$ cat src/rtl/param_cfg_arb.sv
// -----------------------------------------------------------------------------
// param_cfg_arb
//
// Round-robin arbiter in front of a two-slot parameter store (A and B).
// One requester at a time wins a write of its value into the selected slot.
// The first write to a slot defines it. A later write of the same value counts
// as a compatible redefinition (dup_cnt, saturating). A later write of a
// different value is rejected and sets the sticky err flag.
//
// Each transaction walks IDLE -> GRANT -> COMMIT -> IDLE, so a new
// transaction can start at most every 3 cycles. gnt is high only in GRANT,
// and done is high only in COMMIT. Slot outputs are already updated in the
// COMMIT cycle.
//
// Optional feature, compiled in with `define PARAM_CFG_ARB_LOCK_EN:
//   adds a lock input and a locked output. Once locked, commits are discarded
//   and flagged on err. Only clr or reset releases the lock.
//
// Parameters:
//   NREQ      number of requesters (2..8)
//   DW        parameter value width
//
// Ports:
//   clk       clock, rising edge
//   rst_n     asynchronous active-low reset
//   req       per-requester write request, held until own gnt bit seen
//   req_sel   per-requester slot select (0 = A, 1 = B)
//   req_data  per-requester value, requester i at [i*DW +: DW]
//   clr       synchronous clear of slot values, valid, dup_cnt, err (and locked)
//   lock      (PARAM_CFG_ARB_LOCK_EN) sets the sticky lock
//   locked    (PARAM_CFG_ARB_LOCK_EN) lock state
//   gnt       one-hot registered grant, high during GRANT only
//   done      one-cycle pulse in COMMIT
//   param_a   slot A value
//   param_b   slot B value
//   valid     slot defined flags, bit0 = A, bit1 = B
//   dup_cnt   compatible redefinition count, saturates at 255
//   err       sticky incompatible-redefinition (or locked-commit) flag
//   busy      high whenever the FSM is not IDLE
// -----------------------------------------------------------------------------
module param_cfg_arb #(
    parameter int unsigned NREQ = 4,
    parameter int unsigned DW   = 8
) (
    input  logic                 clk,
    input  logic                 rst_n,
    input  logic [NREQ-1:0]      req,
    input  logic [NREQ-1:0]      req_sel,
    input  logic [NREQ*DW-1:0]   req_data,
    input  logic                 clr,
`ifdef PARAM_CFG_ARB_LOCK_EN
    input  logic                 lock,
    output logic                 locked,
`endif
    output logic [NREQ-1:0]      gnt,
    output logic                 done,
    output logic [DW-1:0]        param_a,
    output logic [DW-1:0]        param_b,
    output logic [1:0]           valid,
    output logic [7:0]           dup_cnt,
    output logic                 err,
    output logic                 busy
);

    localparam int unsigned   IW       = (NREQ > 1) ? $clog2(NREQ) : 1;
    localparam logic [IW-1:0] LAST_RST = IW'(NREQ - 1);

    typedef enum logic [1:0] {
        IDLE   = 2'd0,
        GRANT  = 2'd1,
        COMMIT = 2'd2
    } state_e;

    state_e          state_q, state_d;
    logic [IW-1:0]   last_q,  last_d;
    logic [IW-1:0]   win_q,   win_d;
    logic            sel_q,   sel_d;
    logic [DW-1:0]   data_q,  data_d;
    logic [NREQ-1:0] gnt_q,   gnt_d;
    logic            done_q,  done_d;
    logic [DW-1:0]   pa_q,    pa_d;
    logic [DW-1:0]   pb_q,    pb_d;
    logic [1:0]      vld_q,   vld_d;
    logic [7:0]      dup_q,   dup_d;
    logic            err_q,   err_d;

    logic            commit;
    logic            lock_hit;

    logic            win_found;
    logic [NREQ-1:0] win_oh;
    logic [IW-1:0]   win_idx;
    logic            win_sel;
    logic [DW-1:0]   win_data;

    logic            slot_vld;
    logic [DW-1:0]   slot_val;

    // -------------------------------------------------------------------------
    // Round-robin pick. Two passes avoid modulo index math: the first pass
    // looks at indices above the last winner, the second wraps to 0..last.
    // -------------------------------------------------------------------------
    always_comb begin
        win_found = 1'b0;
        win_oh    = '0;
        win_idx   = '0;
        for (int unsigned i = 0; i < NREQ; i++) begin
            if (!win_found && req[i] && (i > 32'(last_q))) begin
                win_found = 1'b1;
                win_oh[i] = 1'b1;
                win_idx   = IW'(i);
            end
        end
        for (int unsigned i = 0; i < NREQ; i++) begin
            if (!win_found && req[i] && (i <= 32'(last_q))) begin
                win_found = 1'b1;
                win_oh[i] = 1'b1;
                win_idx   = IW'(i);
            end
        end

        win_sel  = 1'b0;
        win_data = '0;
        for (int unsigned i = 0; i < NREQ; i++) begin
            if (win_oh[i]) begin
                win_sel  = req_sel[i];
                win_data = req_data[i*DW +: DW];
            end
        end
    end

    // -------------------------------------------------------------------------
    // Transaction FSM
    // -------------------------------------------------------------------------
    always_comb begin
        state_d = state_q;
        last_d  = last_q;
        win_d   = win_q;
        sel_d   = sel_q;
        data_d  = data_q;
        gnt_d   = '0;
        done_d  = 1'b0;
        commit  = 1'b0;

        case (state_q)
            IDLE: begin
                if (|req) begin
                    state_d = GRANT;
                    win_d   = win_idx;
                    sel_d   = win_sel;
                    data_d  = win_data;
                    gnt_d   = win_oh;
                end
            end
            GRANT: begin
                state_d = COMMIT;
                done_d  = 1'b1;
                commit  = 1'b1;
            end
            COMMIT: begin
                state_d = IDLE;
                last_d  = win_q;
            end
            default: begin
                state_d = IDLE;
            end
        endcase
    end

    // -------------------------------------------------------------------------
    // Slot store. Any clr at the same edge overrides the commit outcome.
    // -------------------------------------------------------------------------
    always_comb begin
        pa_d     = pa_q;
        pb_d     = pb_q;
        vld_d    = vld_q;
        dup_d    = dup_q;
        err_d    = err_q;
        slot_vld = sel_q ? vld_q[1] : vld_q[0];
        slot_val = sel_q ? pb_q : pa_q;

        if (commit) begin
            if (lock_hit) begin
                err_d = 1'b1;
            end else if (!slot_vld) begin
                if (sel_q) begin
                    pb_d     = data_q;
                    vld_d[1] = 1'b1;
                end else begin
                    pa_d     = data_q;
                    vld_d[0] = 1'b1;
                end
            end else if (slot_val == data_q) begin
                if (dup_q != 8'hFF) begin
                    dup_d = dup_q + 8'd1;
                end
            end else begin
                err_d = 1'b1;
            end
        end

        if (clr) begin
            pa_d  = '0;
            pb_d  = '0;
            vld_d = '0;
            dup_d = '0;
            err_d = 1'b0;
        end
    end

`ifdef PARAM_CFG_ARB_LOCK_EN
    logic locked_q, locked_d;

    always_comb begin
        locked_d = locked_q | lock;
        if (clr) begin
            locked_d = 1'b0;
        end
    end

    always_ff @(posedge clk or negedge rst_n) begin
        if (!rst_n) begin
            locked_q <= 1'b0;
        end else begin
            locked_q <= locked_d;
        end
    end

    assign lock_hit = locked_q;
    assign locked   = locked_q;
`else
    assign lock_hit = 1'b0;
`endif

    // -------------------------------------------------------------------------
    // State registers
    // -------------------------------------------------------------------------
    always_ff @(posedge clk or negedge rst_n) begin
        if (!rst_n) begin
            state_q <= IDLE;
            last_q  <= LAST_RST;
            win_q   <= '0;
            sel_q   <= 1'b0;
            data_q  <= '0;
            gnt_q   <= '0;
            done_q  <= 1'b0;
            pa_q    <= '0;
            pb_q    <= '0;
            vld_q   <= '0;
            dup_q   <= '0;
            err_q   <= 1'b0;
        end else begin
            state_q <= state_d;
            last_q  <= last_d;
            win_q   <= win_d;
            sel_q   <= sel_d;
            data_q  <= data_d;
            gnt_q   <= gnt_d;
            done_q  <= done_d;
            pa_q    <= pa_d;
            pb_q    <= pb_d;
            vld_q   <= vld_d;
            dup_q   <= dup_d;
            err_q   <= err_d;
        end
    end

    assign gnt     = gnt_q;
    assign done    = done_q;
    assign param_a = pa_q;
    assign param_b = pb_q;
    assign valid   = vld_q;
    assign dup_cnt = dup_q;
    assign err     = err_q;
    assign busy    = (state_q != IDLE);

endmodule

$ cat config.mk
export PLATFORM = sky130hd
export DESIGN_NAME = param_cfg_arb
export DESIGN_NICKNAME = d
export VERILOG_FILES = /design/src/rtl/param_cfg_arb.sv
export SDC_FILE = /design/constraint.sdc
export NUM_CORES = 1
export LEC_CHECK = 0
export ABC_AREA = 0
export ABC_CLOCK_PERIOD_IN_PS = 2530
export BUFFER_PORTS_ARGS = -buffer_cell sky130_fd_sc_hd__buf_2
export CORE_MARGIN = 2
export CORE_UTILIZATION = 46
export DETAILED_ROUTE_END_ITERATION = 7
export PLACE_DENSITY = 0.84
export SYNTH_ARGS = -nofsm -noshare
export SYNTH_HDL_FRONTEND = slang
export SYNTH_SLANG_ARGS = --single-unit
$ cat constraint.sdc
create_clock -name clk -period 2.53 [get_ports clk]
set_clock_uncertainty 0.2 [all_clocks]
set_input_delay 0.253 -clock clk [delete_from_list [all_inputs] [get_ports clk]]
set_output_delay 0.253 -clock clk [all_outputs]
set_load 0.01 [all_outputs]
==> results of run 1 <==
==> worst max-delay path by stage <==
| stage | start | slack [ps] | end |
|---|---|---|---|
| floorplan | sel_q | 100 | dup_cnt[5] |
| finish | sel_q | 80 | dup_cnt[5] |
| global placement | sel_q | 90 | dup_cnt[7] |
| CTS | sel_q | 70 | dup_cnt[7] |
| global route | sel_q | -3 | dup_cnt[7] |
| detailed placement | sel_q | -40 | dup_cnt[7] |
==> repair_timing <==
action | CTS | global route
setup buffers | 0 | 3
endpoints found under the setup margin | 3 | 5
endpoints found under the hold margin | 14 | 0
pin swaps | 0 | 2
gates resized for setup | 1 | 4
hold buffers | 1 | 0
==> power by group through the flow <==
stage,logic (µW),clock network (µW),registers [µW]
floorplan,824,0,1140
global placement,1130,0,1180
detailed placement,1170,0,1190
CTS,1170,551,1180
global route,1370,580,1200
finish,1220,538,1180
==> registers in the layout (all words and copies together), names as in the netlist <==
register and cells:
param_a 8, state_q 2, err 1, done 1, valid 2, gnt 4, dup_cnt 8, win_q 2
sel_q 1, data_q 8, last_q 2, param_b 8
==> cell families after synthesis <==
logic type      after synthesis  share of synthesized area [%]
flops                        47                          48.11
compound gates               65                          14.25
mux                          13                          5.618
buf+inv                      28                          5.056
fa+ha+maj                     1                         0.5106
xor+xnor                     10                          3.575
simple gates                121                          22.88
==> worst max-delay path, cell delays in order, from the launching register on <==
cell     delay (ps)
dfrtp_2         440
buf_4           180
mux2i_1         250
xnor2_1         110
nor4_2          320
nand3_2         130
or3_1           410
mux2_4          300
==> layout by cell type (no fill, tap or decap), drive strengths merged, types with 2 or more instances in the layout <==
| cell | n |
|---|---|
| a21oi | 32 |
| a31oi | 2 |
| and3 | 10 |
| buf | 88 |
| clkbuf | 6 |
| dfrtp | 45 |
| dfstp | 2 |
| inv | 14 |
| mux2 | 3 |
| mux2i | 10 |
| nand2 | 46 |
| nand2b | 4 |
| nand3 | 12 |
| nand4 | 3 |
| nor2 | 28 |
| nor2b | 4 |
| nor3 | 4 |
| nor4 | 2 |
| o21ai | 23 |
| o22ai | 2 |
| or3 | 4 |
| xnor2 | 8 |
| xor2 | 2 |
==> stage by stage <==
stage / TNS [ps] / total power [µW]
after floorplan: 0 / 1965
after global placement: 0 / 2308
after detailed placement: -46.03 / 2358
after CTS: 0 / 2904
after global routing: -3.536 / 3156
final: 0 / 2936
==> area by class of cell <==
type                    instances  share of cell area (%)
repair buffers                 89                   15.67
inverters                      14                   1.705
clock buffers                   6                   2.355
well taps                      70                   2.842
multi-input cells             210                   37.92
flip-flops and latches         47                   38.29
clock inverters                 2                   1.218
==> layer usage <==
metal | vias up | part of all wire (%) | global-route usage (%) | wire length [µm]
met2 | 79 | 47 | 33.60 | 2682
met5 | - | 0 | 0 | 0
met4 | 0 | 1.9 | 7.679 | 110
met1 | 1037 | 45 | 25.44 | 2561
li1 | 1131 | - | - | -
met3 | 10 | 5.9 | 4.588 | 336
==> impl_metrics.env, run 1 <==
export IMPL_status="complete, no violations"
export IMPL_synth_area_leaders="dfrtp_1, nand2_1, a21oi_1"
export IMPL_cts_buffers=5
export IMPL_clock_sinks=47
export IMPL_critPathArrivalTime_ps=2440
export IMPL_utilization_pct=60.34
export IMPL_synth_top_flop_cell="dfrtp_1"
export IMPL_cts_max_path_buffers=2
export IMPL_pwr_share_clk_pct=18.3
export IMPL_final_nets=411
export IMPL_post_drt_wl_per_cell_um=13.00
export IMPL_fin_crit_sh_pct=96.66
export IMPL_dp_final_hpwl_mm=4.307
export IMPL_critical_path_endpoint_type="flip-flop"
export IMPL_cellInternalPower_uw=1814
export IMPL_area_growth_pct=25.79
export IMPL_viasPerCell=5.153
export IMPL_fin_cells=438
export IMPL_max_slew_margin_pct=65.88
export IMPL_setup_viol=0
export IMPL_grt_ovfl_total=0
export IMPL_reg2reg_to="dup_cnt[5]"
export IMPL_drc=0
export IMPL_power_frac_seq_pct=40.0
export IMPL_worst_r2r_setup_slack_ps=80
export IMPL_p_sw_uw=1122
export IMPL_syn_num_nets=329
export IMPL_critPathKind="reg2reg"
export IMPL_start_util_pct=47.97
export IMPL_insertion_delay_ps=310
export IMPL_grt_usage_pct=20.10
export IMPL_cap_violations=0
export IMPL_cp_start_kind="flip-flop"
export IMPL_post_dp_cell_area_um2=2929
export IMPL_min_period_ps=2445
export IMPL_fillers=443
export IMPL_yosys_top_cells_count="nand2_1, dfrtp_1, a21oi_1, nor2_1, o21ai_0"
export IMPL_design_core_area_um2=5107
export IMPL_yosysUniqueCellTypes=37
export IMPL_grt_pass1_vias=2125
export IMPL_dr_pass1_iters=4
export IMPL_seq_area_um2=1180
export IMPL_h_tree_depth=2
export IMPL_sw_frac_of_total_pct=38.22
export IMPL_power_density_nw_per_um2=952.9
export IMPL_dp_cells=426
export IMPL_yosysSeqAreaShare_pct=48.11
export IMPL_drt_initial_drc_count=107
export IMPL_hold_viol_final=0
export IMPL_r2r_cells=7
export IMPL_antenna_cells=0
export IMPL_ys_ff_latch=47
export IMPL_whs_ps=48.52
export IMPL_routabilityCongestion=0.8620
export IMPL_multi_input_area_um2=1169
export IMPL_irDropWorstVdd_uv=472.3
export IMPL_die_area_um2=5925
export IMPL_leakage_uw=0.001523
export IMPL_wl_mm=5.692
export IMPL_antenna_found_initial=0
export IMPL_cp_required_ps=2520
export IMPL_synthesis_instances=285
export IMPL_hold_path_cell_count=3
export IMPL_yosys_area_top_type="dfrtp_1"
export IMPL_clk_pin_slew_ps=90
export IMPL_cts_tree="yes"
export IMPL_hold_end="data_q[2]"
export IMPL_hold_class="in2reg"
export IMPL_port_buffers=75
export IMPL_postLayoutCellArea_um2=3082
export IMPL_ant_nets=0
export IMPL_worst_slack_ps=84.52
export IMPL_syn_area_um2=2450
export IMPL_ios=76
export IMPL_synthArstFlopShare_pct=100.0
export IMPL_synth_edf_count=0
export IMPL_cts_root_buffer="clkbuf_8"
export IMPL_grt_max_degree=34
export IMPL_synth_top_area_share_pct=45.97
export IMPL_synth_most_common_cell="nand2_1"
export IMPL_die_x_um=76.98
export IMPL_comb_power_share_pct=41.7
export IMPL_worstMarginPinSlew_ps=510.0
export IMPL_fmax_ghz=0.4089
export IMPL_slew_violations=0
export IMPL_vias=2257
export IMPL_grt_pass1_wl_mm=9.660
export IMPL_path_max_fanout=6
export IMPL_pre_cts_slack_ps=-36.30
export IMPL_yosys_warnings=0
export IMPL_hold_start="req_data[26]"
export IMPL_synth_area_per_cell_um2=8.596
export IMPL_r2r_start="sel_q"
export IMPL_rows=26
export IMPL_layout_drive_gt1_share_pct=29.08
export IMPL_die_height_um=76.98
No activity file was read; power rests on OpenSTA's default activity.
==> run 2: changes to the inputs <==
==> constraint.sdc (replaced) <==
create_clock -name clk -period 2.53 [get_ports clk]
set_clock_uncertainty 0.2 [all_clocks]
set_input_delay 0 -clock clk [delete_from_list [all_inputs] [get_ports clk]]
set_output_delay 0 -clock clk [all_outputs]
set_load 0.01 [all_outputs]
==> impl_metrics.env, run 2 (same netlist as run 1, synthesis figures left out) <==
export IMPL_max_slew_margin_pct=34.38
export IMPL_antenna_found_initial=0
export IMPL_cap_violations=0
export IMPL_sw_frac_of_total_pct=36.70
export IMPL_hold_class="in2reg"
export IMPL_dp_final_hpwl_mm=4.127
export IMPL_post_drt_wl_per_cell_um=13.93
export IMPL_insertion_delay_ps=300
export IMPL_h_tree_depth=2
export IMPL_critPathArrivalTime_ps=2410
export IMPL_comb_power_share_pct=41.7
export IMPL_die_height_um=76.98
export IMPL_crit_buf_inv=1
export IMPL_worstMarginPinSlew_ps=984.4
export IMPL_most_common_layout_cells="buf_2, nand2_1, dfrtp_1"
export IMPL_cts_buffers=5
export IMPL_clock_sinks=47
export IMPL_cp_start_kind="flip-flop"
export IMPL_layout_commonest_cell="buf_2"
export IMPL_ant_nets=0
export IMPL_start_util_pct=47.97
export IMPL_fin_crit_sh_pct=95.81
export IMPL_irDropWorstVdd_uv=570.8
export IMPL_vias=2463
export IMPL_grt_usage_pct=22.66
export IMPL_grt_ovfl_total=0
export IMPL_fmax_ghz=0.4126
export IMPL_wl_mm=6.547
export IMPL_slew_violations=0
export IMPL_setup_viol=0
export IMPL_fin_setup_tns_ps=0
export IMPL_whs_ps=27.74
export IMPL_die_area_um2=5925
export IMPL_dr_pass1_iters=5
export IMPL_slowest_stage="dfrtp_2"
export IMPL_cp_required_ps=2520
export IMPL_drt_initial_drc_count=188
export IMPL_crit_family="simple AND/OR/NAND/NOR gates"
export IMPL_antenna_cells=0
export IMPL_area_growth_pct=39.53
export IMPL_viasPerCell=5.240
export IMPL_rows=26
export IMPL_power_density_nw_per_um2=901.1
export IMPL_pwr_share_clk_pct=20.8
export IMPL_layout_drive_gt1_share_pct=26.50
export IMPL_path_max_fanout=4
export IMPL_power_frac_seq_pct=37.5
export IMPL_p_sw_uw=1131
export IMPL_grt_pass1_wl_mm=10.80
export IMPL_cpPeakStageDelay_ps=420
export IMPL_ios=76
export IMPL_cellInternalPower_uw=1950
export IMPL_status="complete, no violations"
export IMPL_clk_pin_slew_ps=80
export IMPL_port_buffers=75
export IMPL_crit_chain="buf_2, mux2i_1, xnor2_1, nor4_2, nand3_2, or3_1, mux2_4"
export IMPL_routabilityCongestion=0.8531
export IMPL_hold_viol_final=0
export IMPL_cts_max_path_buffers=2
export IMPL_leakage_uw=0.001672
export IMPL_drc=0
export IMPL_cts_root_buffer="clkbuf_8"
export IMPL_critical_path_endpoint_type="flip-flop"
export IMPL_die_x_um=76.98
export IMPL_cts_tree="yes"
export IMPL_grt_max_degree=48
export IMPL_power_uw=3080
export IMPL_final_nets=443
export IMPL_min_period_ps=2424
export IMPL_critPathKind="reg2reg"
export IMPL_grt_pass1_vias=2321
export IMPL_design_core_area_um2=5107
## run 2: changes by cell type in the layout (fill, tap and decap cells not counted)
cell / previous run / this run
dlygate4sd3_1: 1 / 33
mux2i_2: 1 / 0
clkinvlp_4: 1 / 0
buf_4: 13 / 12
bufinv_16: 1 / 2
buf_2: 75 / 76
mux2i_1: 9 / 10
## run 2: worst min-delay path, delay by kind of cell
kind / cells / cell delay [ps]
AO/OA/AOI/OAI: 2 / 210
AND/OR/NAND/NOR: 1 / 170
buffers and inverters: 1 / 100
## run 2: power groups by stage
| stage | clock network, µW | logic (µW) | registers [µW] |
|---|---|---|---|
| 3_5_place_dp | 0 | 1160 | 1180 |
| 5_1_grt | 684 | 1410 | 1190 |
| 4_1_cts | 649 | 1210 | 1170 |
| 3_3_place_gp | 0 | 1130 | 1180 |
| 6_report | 641 | 1290 | 1150 |
| 2_1_floorplan | 0 | 824 | 1140 |
## run 2: per-stage QoR
stage	setup WS, ps	utilization [%]	instances	instance area [µm²]
global placement	79.43	57.20	425	2922
detailed placement	-20.36	57.20	425	2922
finish	106.1	66.93	470	3418
floorplan	105.0	-	285	2462
CTS	90.23	66.29	466	3386
global route	-21.34	66.93	470	3418
## run 2: final timing paths
check / from / to / slack (ps) / cells past startpoint
setup reg to reg: sel_q / dup_cnt[5] / 110 / 7
min in group asynchronous: rst_n / dup_cnt[7] / 200 / 2
setup / recovery: sel_q / dup_cnt[5] / 110 / 7
hold reg to reg: win_q[1] / last_q[1] / 300 / 2
hold / removal: req_data[7] / data_q[7] / 30 / 4
max in group asynchronous: rst_n / sel_q / 1260 / 2
## run 2: cell type report
type	instances	area (µm²)
repair buffers	121	800.8
well taps	70	87.58
inverters	14	52.55
multi-input cells	210	1165
fillers	400	1689
flip-flops and latches	47	1180
clock buffers	6	72.57
clock inverters	2	60.06
## run 2: per-layer routing
layer / global-route usage (%) / wire length, µm / vias to the layer above
li1: - / - / 1191
met1: 27.70 / 2620 / 1139
met2: 38.16 / 3182 / 114
met3: 5.647 / 543 / 19
met4: 9.643 / 200 / 0
met5: 0 / 0 / -
## run 2: timing repair
| item | in CTS | in global routing |
|---|---|---|
| endpoints found under the hold margin | 80 | 0 |
| pin swaps | 0 | 2 |
| setup endpoints to repair | 2 | 4 |
| hold buffers | 33 | 0 |
| gates resized for setup | 1 | 1 |
| setup buffers | 0 | 4 |
==> run 3: changes to the inputs <==
--- a/config.mk
+++ b/config.mk
@@ -5,11 +5,11 @@
 export SDC_FILE = /design/constraint.sdc
 export NUM_CORES = 1
 export LEC_CHECK = 0
-export ABC_AREA = 0
+export ABC_AREA = 1
 export ABC_CLOCK_PERIOD_IN_PS = 2530
 export BUFFER_PORTS_ARGS = -buffer_cell sky130_fd_sc_hd__buf_2
 export CORE_MARGIN = 2
-export CORE_UTILIZATION = 46
+export CORE_UTILIZATION = 47
 export DETAILED_ROUTE_END_ITERATION = 7
 export PLACE_DENSITY = 0.84
 export SYNTH_ARGS = -nofsm -noshare
==> impl_metrics.env, run 3 <==
export IMPL_synth_most_common_cell="nand2_1"
export IMPL_drt_initial_drc_count=236
export IMPL_grt_usage_pct=22.41
export IMPL_critical_path_endpoint_type="flip-flop"
export IMPL_die_x_um=80.62
export IMPL_cap_violations=0
export IMPL_dr_pass1_iters=4
export IMPL_cellInternalPower_uw=2036
export IMPL_grt_pass1_vias=2628
export IMPL_synth_top_area_share_pct=40.82
export IMPL_layout_commonest_cell="nand2_1"
export IMPL_clock_sinks=47
export IMPL_min_period_ps=2418
export IMPL_slew_violations=0
export IMPL_crit_chain="nand2_2, nand2_2, nand3_4, nor2_4, nand4_1, nand2_2, nand3_1, nand3_1, dlygate4sd3_1"
export IMPL_die_area_um2=6499
export IMPL_syn_num_nets=422
export IMPL_hold_viol_final=0
export IMPL_path_max_fanout=5
export IMPL_crit_family="simple AND/OR/NAND/NOR gates"
export IMPL_pwr_share_clk_pct=15.3
export IMPL_post_drt_wl_per_cell_um=12.60
export IMPL_fin_cells=560
export IMPL_cts_root_buffer="clkbuf_8"
export IMPL_critPathArrivalTime_ps=2460
export IMPL_worstMarginPinSlew_ps=1017
export IMPL_grt_pass1_wl_mm=11.52
export IMPL_yosys_top_cells_count="nand2_1, inv_1, dfrtp_1, nand3_1, nor2_1"
export IMPL_dp_cells=520
export IMPL_yosys_warnings=0
export IMPL_synthesis_instances=378
export IMPL_die_height_um=80.62
export IMPL_yosys_area_top_type="dfrtp_1"
export IMPL_syn_area_um2=2759
export IMPL_power_uw=3544
export IMPL_synthArstFlopShare_pct=100.0
export IMPL_h_tree_depth=2
export IMPL_critPathMostFrequentCell="nand2_2"
export IMPL_synth_edf_count=0
export IMPL_cts_tree="yes"
export IMPL_antenna_found_initial=0
export IMPL_port_buffers=75
export IMPL_r2r_cells=9
export IMPL_viasPerCell=5.196
export IMPL_clk_pin_slew_ps=90
export IMPL_endpoint="data_q[0]"
export IMPL_crit_buf_inv=1
export IMPL_vias=2910
export IMPL_drc=0
export IMPL_max_slew_margin_pct=32.23
export IMPL_leakage_uw=0.002045
export IMPL_most_common_layout_cells="nand2_1, buf_2, inv_1"
export IMPL_grt_max_degree=48
export IMPL_final_nets=531
export IMPL_whs_ps=208.9
export IMPL_antenna_cells=0
export IMPL_worst_r2r_setup_slack_ps=110
export IMPL_r2r_start="last_q[1]"
export IMPL_rows=27
export IMPL_area_growth_pct=33.88
export IMPL_crit_start="last_q[1]"
export IMPL_cp_depth=9
export IMPL_grt_ovfl_total=0
export IMPL_slowest_stage="dfstp_2"
export IMPL_power_density_nw_per_um2=959.5
export IMPL_status="complete, no violations"
export IMPL_fin_crit_sh_pct=95.56
export IMPL_cpPeakStageDelay_ps=590
export IMPL_ant_nets=0
export IMPL_routabilityCongestion=0.8849
export IMPL_cp_start_kind="flip-flop"
export IMPL_sw_frac_of_total_pct=42.56
export IMPL_yosysUniqueCellTypes=33
export IMPL_yosysSeqAreaShare_pct=42.72
export IMPL_ios=76
export IMPL_cts_buffers=5
export IMPL_cp_required_ps=2570
export IMPL_p_sw_uw=1508
export IMPL_design_core_area_um2=5574
export IMPL_irDropWorstVdd_uv=543.3
export IMPL_synth_area_per_cell_um2=7.299
export IMPL_layout_drive_gt1_share_pct=23.57
export IMPL_comb_power_share_pct=50.7
export IMPL_insertion_delay_ps=300
export IMPL_setup_viol=0
export IMPL_start_util_pct=49.49
export IMPL_dp_final_hpwl_mm=4.954
export IMPL_wl_mm=7.058
export IMPL_synth_area_leaders="dfrtp_1, nand2_1, inv_1"
export IMPL_critPathKind="reg2reg"
export IMPL_cts_max_path_buffers=2
export IMPL_reg2reg_to="data_q[0]"
export IMPL_power_frac_seq_pct=33.9
export IMPL_hold_class="in2async"
export IMPL_ys_ff_latch=47
export IMPL_fmax_ghz=0.4136
export IMPL_synth_top_flop_cell="dfrtp_1"
[run 3: metrics by stage]
step | worst slack, ps | utilization, % | area [µm²] | setup TNS (ps)
3_3_place_gp | 664.3 | 57.44 | 3202 | 0
6_report | 112.5 | 66.26 | 3694 | 0
4_1_cts | 98.88 | 64.26 | 3582 | 0
3_5_place_dp | 525.1 | 57.44 | 3202 | 0
5_1_grt | -31.74 | 66.26 | 3694 | -105.7
2_1_floorplan | 850.2 | - | 2759 | 0
[run 3: worst min path at each step]
stage | end | startpoint | slack [ps]
floorplan | data_q[0] | rst_n | -500
global placement | dup_cnt[0] | rst_n | 30
detailed placement | dup_cnt[0] | rst_n | 40
CTS | done | rst_n | 250
global route | dup_cnt[7] | rst_n | 330
finish | dup_cnt[7] | rst_n | 210
[run 3: routing by layer]
layer,wire length [µm],GRT usage [%],vias up
li1,-,-,1426
met1,2933,27.47,1346
met2,3602,40.50,128
met3,431,3.258,10
met4,91,6.610,0
met5,0,0,-
[run 3: logic make-up after synthesis]
group	after synthesis	synth area share (%)
and+or+nand+nor	226	35.06
buffers and inverters	57	8.299
DFF	47	42.72
AOI/OAI and AO/OA	31	7.483
muxes	10	4.082
xor gates and xnor gates	6	1.905
adders and majority gates	1	0.4534
[run 3: final cells by class]
| cell class | instances | area, µm² |
|---|---|---|
| tap | 72 | 90.09 |
| clock buffer | 6 | 72.57 |
| inverter | 49 | 183.9 |
| multi-input combinational | 275 | 1430 |
| clock inverter | 2 | 37.54 |
| sequential | 47 | 1179 |
| timing repair buffer | 109 | 700.7 |
| fill | 467 | 1881 |
[run 3: power groups by stage]
stage                     clock network (µW)  registers [µW]  logic (µW)
after floorplan                            0            1220        1060
after global placement                     0            1200        1480
after detailed placement                   0            1210        1530
after CTS                                563            1190        1720
after global routing                     594            1240        2030
final                                    544            1200        1800
[run 3: what timing repair did]
action | 4_1_cts | 5_1_grt
gates resized for setup | 0 | 16
hold buffers | 27 | 2
setup endpoints to repair | 0 | 9
buffers inserted | 0 | 3
hold endpoints to repair | 72 | 1
